$ cat config.mk
export PLATFORM = sky130hd
export DESIGN_NAME = instr_fetch
export DESIGN_NICKNAME = d
export VERILOG_FILES = /design/src/rtl/cpu_pkg.sv /design/src/rtl/byte_swap32.sv /design/src/rtl/instr_fetch.sv
export SDC_FILE = /design/constraint.sdc
export NUM_CORES = 1
export LEC_CHECK = 0
export BUFFER_PORTS_ARGS = -buffer_cell sky130_fd_sc_hd__buf_2
export CAP_MARGIN = 20
export CORE_ASPECT_RATIO = 1.1
export CORE_MARGIN = 2
export CORE_UTILIZATION = 43
export DETAILED_ROUTE_END_ITERATION = 8
export PLACE_DENSITY_LB_ADDON = 0.12
export SYNTH_ARGS = -nofsm -noshare
export SYNTH_HDL_FRONTEND = slang
export SYNTH_HIERARCHICAL = 1
export SYNTH_SLANG_ARGS = --single-unit
$ cat constraint.sdc
create_clock -name clk -period 2.25 [get_ports clk]
set_clock_uncertainty 0.1 [all_clocks]
set_input_delay 0.1125 -clock clk [delete_from_list [all_inputs] [get_ports clk]]
set_output_delay 0.1125 -clock clk [all_outputs]
set_load 0.01 [all_outputs]
$ cat src/rtl/cpu_pkg.sv
// Shared types and constants for the Harvard core: fetch FSM encoding and reset vector.
package cpu_pkg;

    typedef enum logic [2:0] {
        FETCH,
        WAIT,
        EXEC,
        HALT,
        FAULT
    } fetch_state_t;

    localparam logic [31:0] RESET_VECTOR = 32'hBFC00000;

endpackage

$ cat src/rtl/byte_swap32.sv
// Little-endian bus word to big-endian word conversion; pure combinational, also used by dmem.
module byte_swap32 #(
    parameter bit ENABLE = 1'b1
) (
    input  logic [31:0] din,
    output logic [31:0] dout
);

    assign dout = ENABLE ? {din[7:0], din[15:8], din[23:16], din[31:24]} : din;

endmodule

$ cat src/rtl/instr_fetch.sv
// Instruction-fetch sequencer: drives the imem read port, latches the instruction and
// produces the one-cycle 'state' commit strobe at the end of EXEC.
module instr_fetch
    import cpu_pkg::*;
#(
    parameter int TIMEOUT_CYCLES = 256,
    parameter bit BYTE_SWAP      = 1'b1
) (
    input  logic        clk,
    input  logic        reset,
    input  logic [31:0] addr,
    input  logic        finish,
    input  logic        exec_stall,
    output logic [31:0] imem_address,
    output logic        imem_read,
    input  logic        imem_waitrequest,
    input  logic [31:0] imem_readdata,
    output logic [31:0] instruction_word,
    output logic        state,
    output logic        active,
    output logic        fetch_fault
);

    localparam logic [15:0] TIMEOUT_LAST = 16'(TIMEOUT_CYCLES - 1);

    fetch_state_t fsm;
    logic [15:0]  wait_count;
    logic [15:0]  wait_next;
    logic [31:0]  swapped_word;
    logic         aligned;

    byte_swap32 #(.ENABLE(BYTE_SWAP)) u_swap (
        .din  (imem_readdata),
        .dout (swapped_word)
    );

    // Read and commit strobes are gated by reset so an aborted transaction drops at once.
    assign aligned      = (addr[1:0] == 2'b00);
    assign imem_address = addr;
    assign imem_read    = !reset && (((fsm == FETCH) && !finish && aligned) || (fsm == WAIT));
    assign state        = !reset && (fsm == EXEC) && !exec_stall;
    assign wait_next    = (wait_count == 16'hFFFF) ? wait_count : wait_count + 16'd1;

    always_ff @(posedge clk) begin
        if (reset) begin
            fsm              <= FETCH;
            instruction_word <= 32'h0;
            wait_count       <= 16'h0;
            active           <= 1'b1;
            fetch_fault      <= 1'b0;
        end else begin
            case (fsm)
                FETCH: begin
                    if (finish) begin
                        fsm    <= HALT;
                        active <= 1'b0;
                    end else if (!aligned) begin
                        fsm         <= FAULT;
                        active      <= 1'b0;
                        fetch_fault <= 1'b1;
                    end else if (!imem_waitrequest) begin
                        instruction_word <= swapped_word;
                        fsm              <= EXEC;
                    end else begin
                        fsm        <= WAIT;
                        wait_count <= 16'h0;
                    end
                end
                // The FETCH cycle counts as the first waited cycle, hence the -1 compare.
                WAIT: begin
                    if (!imem_waitrequest) begin
                        instruction_word <= swapped_word;
                        fsm              <= EXEC;
                        wait_count       <= 16'h0;
                    end else if (wait_next == TIMEOUT_LAST) begin
                        fsm         <= FAULT;
                        active      <= 1'b0;
                        fetch_fault <= 1'b1;
                        wait_count  <= wait_next;
                    end else begin
                        wait_count <= wait_next;
                    end
                end
                EXEC: begin
                    if (!exec_stall) begin
                        fsm <= FETCH;
                    end
                end
                HALT: begin
                    fsm <= HALT;
                end
                FAULT: begin
                    fsm <= FAULT;
                end
                default: begin
                    fsm <= FETCH;
                end
            endcase
        end
    end

endmodule

### Word level (Yosys, flattened, before mapping)

Index checks and enable logic that the tools add are counted.

| operators by class | value |
|---|---|
| $add $sub $neg | 1 |
| reductions and logical operators | 17 |
| equal/unequal tests | 15 |
| mux-type cells | 27 |

Operators with widths:

| operator | count |
|---|---|
| two-way mux 32 bit | 3 |
| two-way mux 16 bit | 5 |
| one-hot mux 32 bit (2 select lines) | 1 |
| one-hot mux 16 bit (2 select lines) | 1 |
| adder 16 x 1 -> 16 bit (second input constant) | 1 |
| equality test 16 bit (second input constant) | 1 |
| equality test 16 x 8 -> 1 bit (second input constant) | 1 |
| two-way mux 3 bit | 5 |
| one-hot mux 3 bit (5 select lines) | 1 |
| inequality test 2 bit (second input constant) | 6 |
| two-way mux 1 bit | 8 |
| AND reduction 4 bit | 2 |
| equality test 3 x 2 -> 1 bit (second input constant) | 2 |
| logical AND 1 bit | 5 |
| AND reduction 5 bit | 1 |
| one-hot mux 1 bit (2 select lines) | 2 |
| equality test 3 x 1 -> 1 bit (second input constant) | 1 |
| equality test 3 bit (second input constant) | 1 |
| logical NOT 1 bit | 3 |
| logical NOT 3 bit | 1 |
| inequality test 3 x 2 -> 1 bit (second input constant) | 1 |
| inequality test 3 bit (second input constant) | 1 |
| AND reduction 3 bit | 1 |
| logical NOT 2 bit | 1 |
| other kinds (5) | 5 |

| storage, ports and cells | value |
|---|---|
| output and inout bits | 68 |
| flip-flop bits (word level) | 53 |
| input bits | 69 |

### Depth between registers and ports, before layout

| depth | value |
|---|---|
| depth after elaboration | 6 |
| gate-level depth with buffers | 8 |
| gate-level depth less buffers | 7 |

### Cells and area by module

Netlist, hierarchy kept.

Modules (own cells, without submodules):

| module | times used | area an instance (um2) | cells each |
|---|---|---|---|
| instr_fetch | 1 | 2792.7 | 370 |
| byte_swap32 | 1 | 240.2 | 32 |

### Least setup slack after synthesis

No wires, ideal clock.

| path | value |
|---|---|
| path kind | register -> register |
| from | reg wait_count[0] |
| to | reg fetch_fault |
| cell stages (with the launch flop) | 9 |
| required time | 2.080 ns |
| path slack | -0.022 ns |
| arrival time | 2.101 ns |
| path buffers | 1 |
| path through | dfxtp_1 -> ha_1 -> nand3_2 -> nor3_2 -> buf_6 -> o211ai_2 -> a22o_1 -> or4_1 -> a21oi_1 |

| between the ends | value |
|---|---|
| longest elaborated chain between the ends | 5 |
| elaborated cells on any way between the ends | 6 |
| those cells by class | add/sub (1); eq/ne (3); mux (1); reduce/logical (1) |

RTL lines:

| item | line | RTL |
|---|---|---|
| start, declared | instr_fetch.sv:27 | `logic [15:0] wait_count;` |
| start signal, assigned | instr_fetch.sv:79 | `wait_count <= wait_next;` |
| start signal, assigned | instr_fetch.sv:81 | `wait_count <= wait_next;` |
| adder 16 x 1 -> 16 bit / equality test 16 bit (equally long branches) | instr_fetch.sv:42 | `assign wait_next = (wait_count == 16'hFFFF) ? wait_count : wait_count + 16'd1;` |
| two-way mux 16 bit (*) | instr_fetch.sv:42 |  |
| equality test 16 x 8 -> 1 bit (*) | instr_fetch.sv:75 | `end else if (wait_next == TIMEOUT_LAST) begin` |
| inequality test 2 x 1 -> 1 bit (no source line) (*) | -- |  |
| AND reduction 5 bit (no source line) (*) | -- |  |
| end signal, assigned | instr_fetch.sv:50 | `fetch_fault <= 1'b0;` |
| end signal, assigned | instr_fetch.sv:60 | `fetch_fault <= 1'b1;` |
| end signal, assigned | instr_fetch.sv:78 | `fetch_fault <= 1'b1;` |
| end, declared | instr_fetch.sv:21 | `output logic fetch_fault` |

Mark *: on every way between the ends. The rest lies on a longest branch, timed or not.
A chain may end at the register's enable or synchronous reset.

### Worst setup path in the final report

Ends and elaborated chain as after synthesis.

==> flow_summary.json <==
{
  "placed_cells_incl_taps": 503,
  "count_of_flip_flops_with_a_built_in_enable_after_synthesis": 0,
  "routed_via_density": 5.18,
  "die_wd_um": 84.1,
  "cap_violations": 0,
  "compound_gate_portion_of_the_synthesized_area_pct": 18.0,
  "die_h_um": 92.1,
  "drt_iter0_markers": 115,
  "top_level_ports": 137,
  "cts.path.max_buffers": 2,
  "worst_skew_pair.late_latency_ps": 310,
  "synth_top_family_by_area": "simple AND/OR/NAND/NOR gates",
  "post_synth_top_flop": "sky130_fd_sc_hd__dfxtp_1",
  "setup.worst_path.end_class": "flop",
  "globalRouteOverflowTotal": 0,
  "met2_length_um": 3760,
  "drive_above_1_share_pct": 27.5,
  "synth-xor-area-share_pct": 1.16,
  "post-cts-setup-buffer-count": 0,
  "core_um2": 6930,
  "leakage_nw": 1.48,
  "grtUsageTotal_pct": 19.2,
  "timing.final.crit_share_pct": 95.5,
  "io_buffer_count": 76,
  "async_reset_ff_share_pct": 0,
  "routedWlPerCell_um": 13.6,
  "synth.yosys.warnings": 6,
  "nets": 527,
  "yosys_register_bits": 53,
  "topRoutingLayerUsed": "met4",
  "totalPowerFinal_mw": 2.27,
  "power.density_nw_per_um2": 626,
  "critical_path_class": "flop to flop",
  "report.final.slew_viol_count": 0,
  "yosys.area_share.adder_pct": 0.413,
  "finalWorstPathRequiredPeriod_ps": 2150,
  "preCtsSetupSlack_ps": 60.2,
  "detail_route.wirelength.met1_um": 3090,
  "crit_path_max_fanout": 3,
  "die-area_um2": 7740,
  "syn2layout_area_growth_pct": 19.6,
  "clkSinkCount": 53,
  "arrival_ps": 2300,
  "num_vias": 2815,
  "grt_start_max_net_pins": 33,
  "cts-buffers-inserted": 5,
  "drc": 0,
  "report.final.hold_viol_count": 0,
  "route.met3.wl_um": 371,
  "post_synth_instance_area_um2": 3030,
  "filler_free_cell_count_of_the_finished_design": 543,
  "synth_fp_nets": 472,
  "h-tree-depth": 2,
  "maxClockFrequency_mhz": 465,
  "grt_antenna_before_repair": 0,
  "fin_ws_ps": 100,
  "tightestPinTransition_ps": 679,
  "synthSimpleGateAreaFrac_pct": 25.6,
  "antenna_cells_inserted": 0,
  "initial_utilization_pct": 43.8,
  "number_of_nets_still_failing_antenna_checks_after_routing": 0,
  "number_of_global_route_vias_before_repair": 2726,
  "grt_first_pass_wirelength_um": 12400,
  "yosysSeqAreaShare_pct": 35.0,
  "slew_headroom_pct": 54.7,
  "synth.area.mux_share_pct": 0,
  "cts_tree": "built",
  "place.detailed.hpwl_um": 5050,
  "worst_hold_path_type": "input pin to flop",
  "yosys.cell_types.count": 51,
  "cp_data_required_time_ps": 2400,
  "final_cell_mix": "80 x sky130_fd_sc_hd__nand2_1, 76 x sky130_fd_sc_hd__buf_2, 52 x sky130_fd_sc_hd__dfxtp_1, 48 x sky130_fd_sc_hd__a21oi_1, 32 x sky130_fd_sc_hd__dlygate4sd3_1",
  "run_status": "finished, final reports clean",
  "mostFrequentLayoutCell": "sky130_fd_sc_hd__nand2_1",
  "finalSetupViolCount": 0,
  "route.final.wire_length_um": 7370,
  "critPathLaunchType": "flop",
  "grt_setup_unrepaired": "yes",
  "drt_pass1_iterations": 4,
  "syn_inst": 402,
  "cts.reportedPaths.clkPinSlew_ps": 100,
  "ctsRootBufferMaster": "sky130_fd_sc_hd__clkbuf_8",
  "rows": 32,
  "synth.avg_cell_area_um2": 7.54,
  "vdd_ir_drop_max_v": 0.000302,
  "routabilityCongestion": 0.857
}
## where the power goes
| part | total [mW] | internal [mW] | switching [mW] |
|---|---|---|---|
| registers | 1.03 | 0.995 | 0.0314 |
| clock network | 0.787 | 0.448 | 0.339 |
| logic | 0.459 | 0.196 | 0.263 |
| total | 2.27 | 1.64 | 0.633 |
## registers in the layout (all words and copies together), names as in the netlist
name,cells
fsm,3
instruction_word,32
active,1
fetch_fault,1
wait_count,16
## routing by layer
| layer | vias up | GRT usage [%] |
|---|---|---|
| met5 | - | 0 |
| met4 | 0 | 6.45 |
| met3 | 18 | 4.68 |
| met2 | 85 | 35.3 |
| met1 | 1278 | 21.5 |
| li1 | 1434 | - |
## cells in the mapped netlist (2+ instances only)
master / n / area (um^2)
sky130_fd_sc_hd__inv_1: 2 / 7.51
sky130_fd_sc_hd__nor3b_1: 2 / 15.0
sky130_fd_sc_hd__a211oi_1: 2 / 15.0
sky130_fd_sc_hd__a41oi_1: 3 / 26.3
sky130_fd_sc_hd__a22oi_1: 2 / 15.0
sky130_fd_sc_hd__nand4_1: 2 / 12.5
sky130_fd_sc_hd__nor2b_1: 3 / 18.8
sky130_fd_sc_hd__a311oi_1: 5 / 43.8
sky130_fd_sc_hd__nand2_1: 80 / 300
sky130_fd_sc_hd__clkbuf_1: 18 / 67.6
sky130_fd_sc_hd__o21ai_1: 2 / 10.0
sky130_fd_sc_hd__or3_1: 3 / 18.8
sky130_fd_sc_hd__nand2b_1: 2 / 12.5
sky130_fd_sc_hd__nor3_1: 13 / 65.1
sky130_fd_sc_hd__o21ai_0: 11 / 55.1
sky130_fd_sc_hd__buf_2: 4 / 20.0
sky130_fd_sc_hd__nor2_1: 25 / 93.8
sky130_fd_sc_hd__a31oi_1: 9 / 56.3
sky130_fd_sc_hd__buf_4: 66 / 495
sky130_fd_sc_hd__nor4b_1: 2 / 17.5
sky130_fd_sc_hd__a21oi_1: 48 / 240
sky130_fd_sc_hd__nand3_1: 7 / 35.0
sky130_fd_sc_hd__and3_1: 5 / 31.3
sky130_fd_sc_hd__and2_1: 2 / 12.5
sky130_fd_sc_hd__dfxtp_1: 53 / 1060
sky130_fd_sc_hd__xnor2_1: 3 / 26.3
sky130_fd_sc_hd__nor4_1: 4 / 25.0
## final cells by class
cell class	count	area (um^2)
fill	686	3300
timing repair buffer	137	918
tap	85	106
multi-input combinational	258	1400
inverter	2	7.51
clock buffer	5	68.8
sequential	53	1060
clock inverter	3	68.8
## final timing paths
path,cells past startpoint,slack (ps),end,start
hold / removal,2,70,instruction_word[24],reset
setup reg to reg,7,100,fetch_fault,wait_count[0]
setup / recovery,7,100,fetch_fault,wait_count[0]
hold reg to reg,2,360,instruction_word[14],instruction_word[14]
## what timing repair did
item | CTS | global route
endpoints found under the hold margin | 32 | 0
hold buffers | 32 | 0
gates resized for setup | 0 | 4
setup endpoints to repair | 0 | 6
## cell families after synthesis
group | after synthesis
AOI/OAI and AO/OA | 92
xor gates and xnor gates | 4
and+or+nand+nor | 161
buffers and inverters | 91
adders and majority gates | 1
DFF | 53
## stage by stage
stage / cell area [um^2] / utilization, % / hold WS, ps / TNS (ps)
6_report: 3630 / 52.4 / 65.3 / 0
5_1_grt: 3630 / 52.4 / 86.5 / -209
4_1_cts: 3610 / 52.1 / 60.2 / 0
3_5_place_dp: 3150 / 45.4 / 125 / 0
3_3_place_gp: 3150 / 45.4 / 125 / 0
2_1_floorplan: 3040 / - / 217 / 0
## worst max-delay path: stages, from the launching register on
cell and delay, ps:
sky130_fd_sc_hd__dfxtp_1 330, sky130_fd_sc_hd__ha_2 200, sky130_fd_sc_hd__and3_1 200, sky130_fd_sc_hd__nor4b_2 250, sky130_fd_sc_hd__o21ai_1 110, sky130_fd_sc_hd__a22o_1 240, sky130_fd_sc_hd__or4_1 520, sky130_fd_sc_hd__a21oi_1 140
Note: power is estimated with default switching activity, not from simulation.
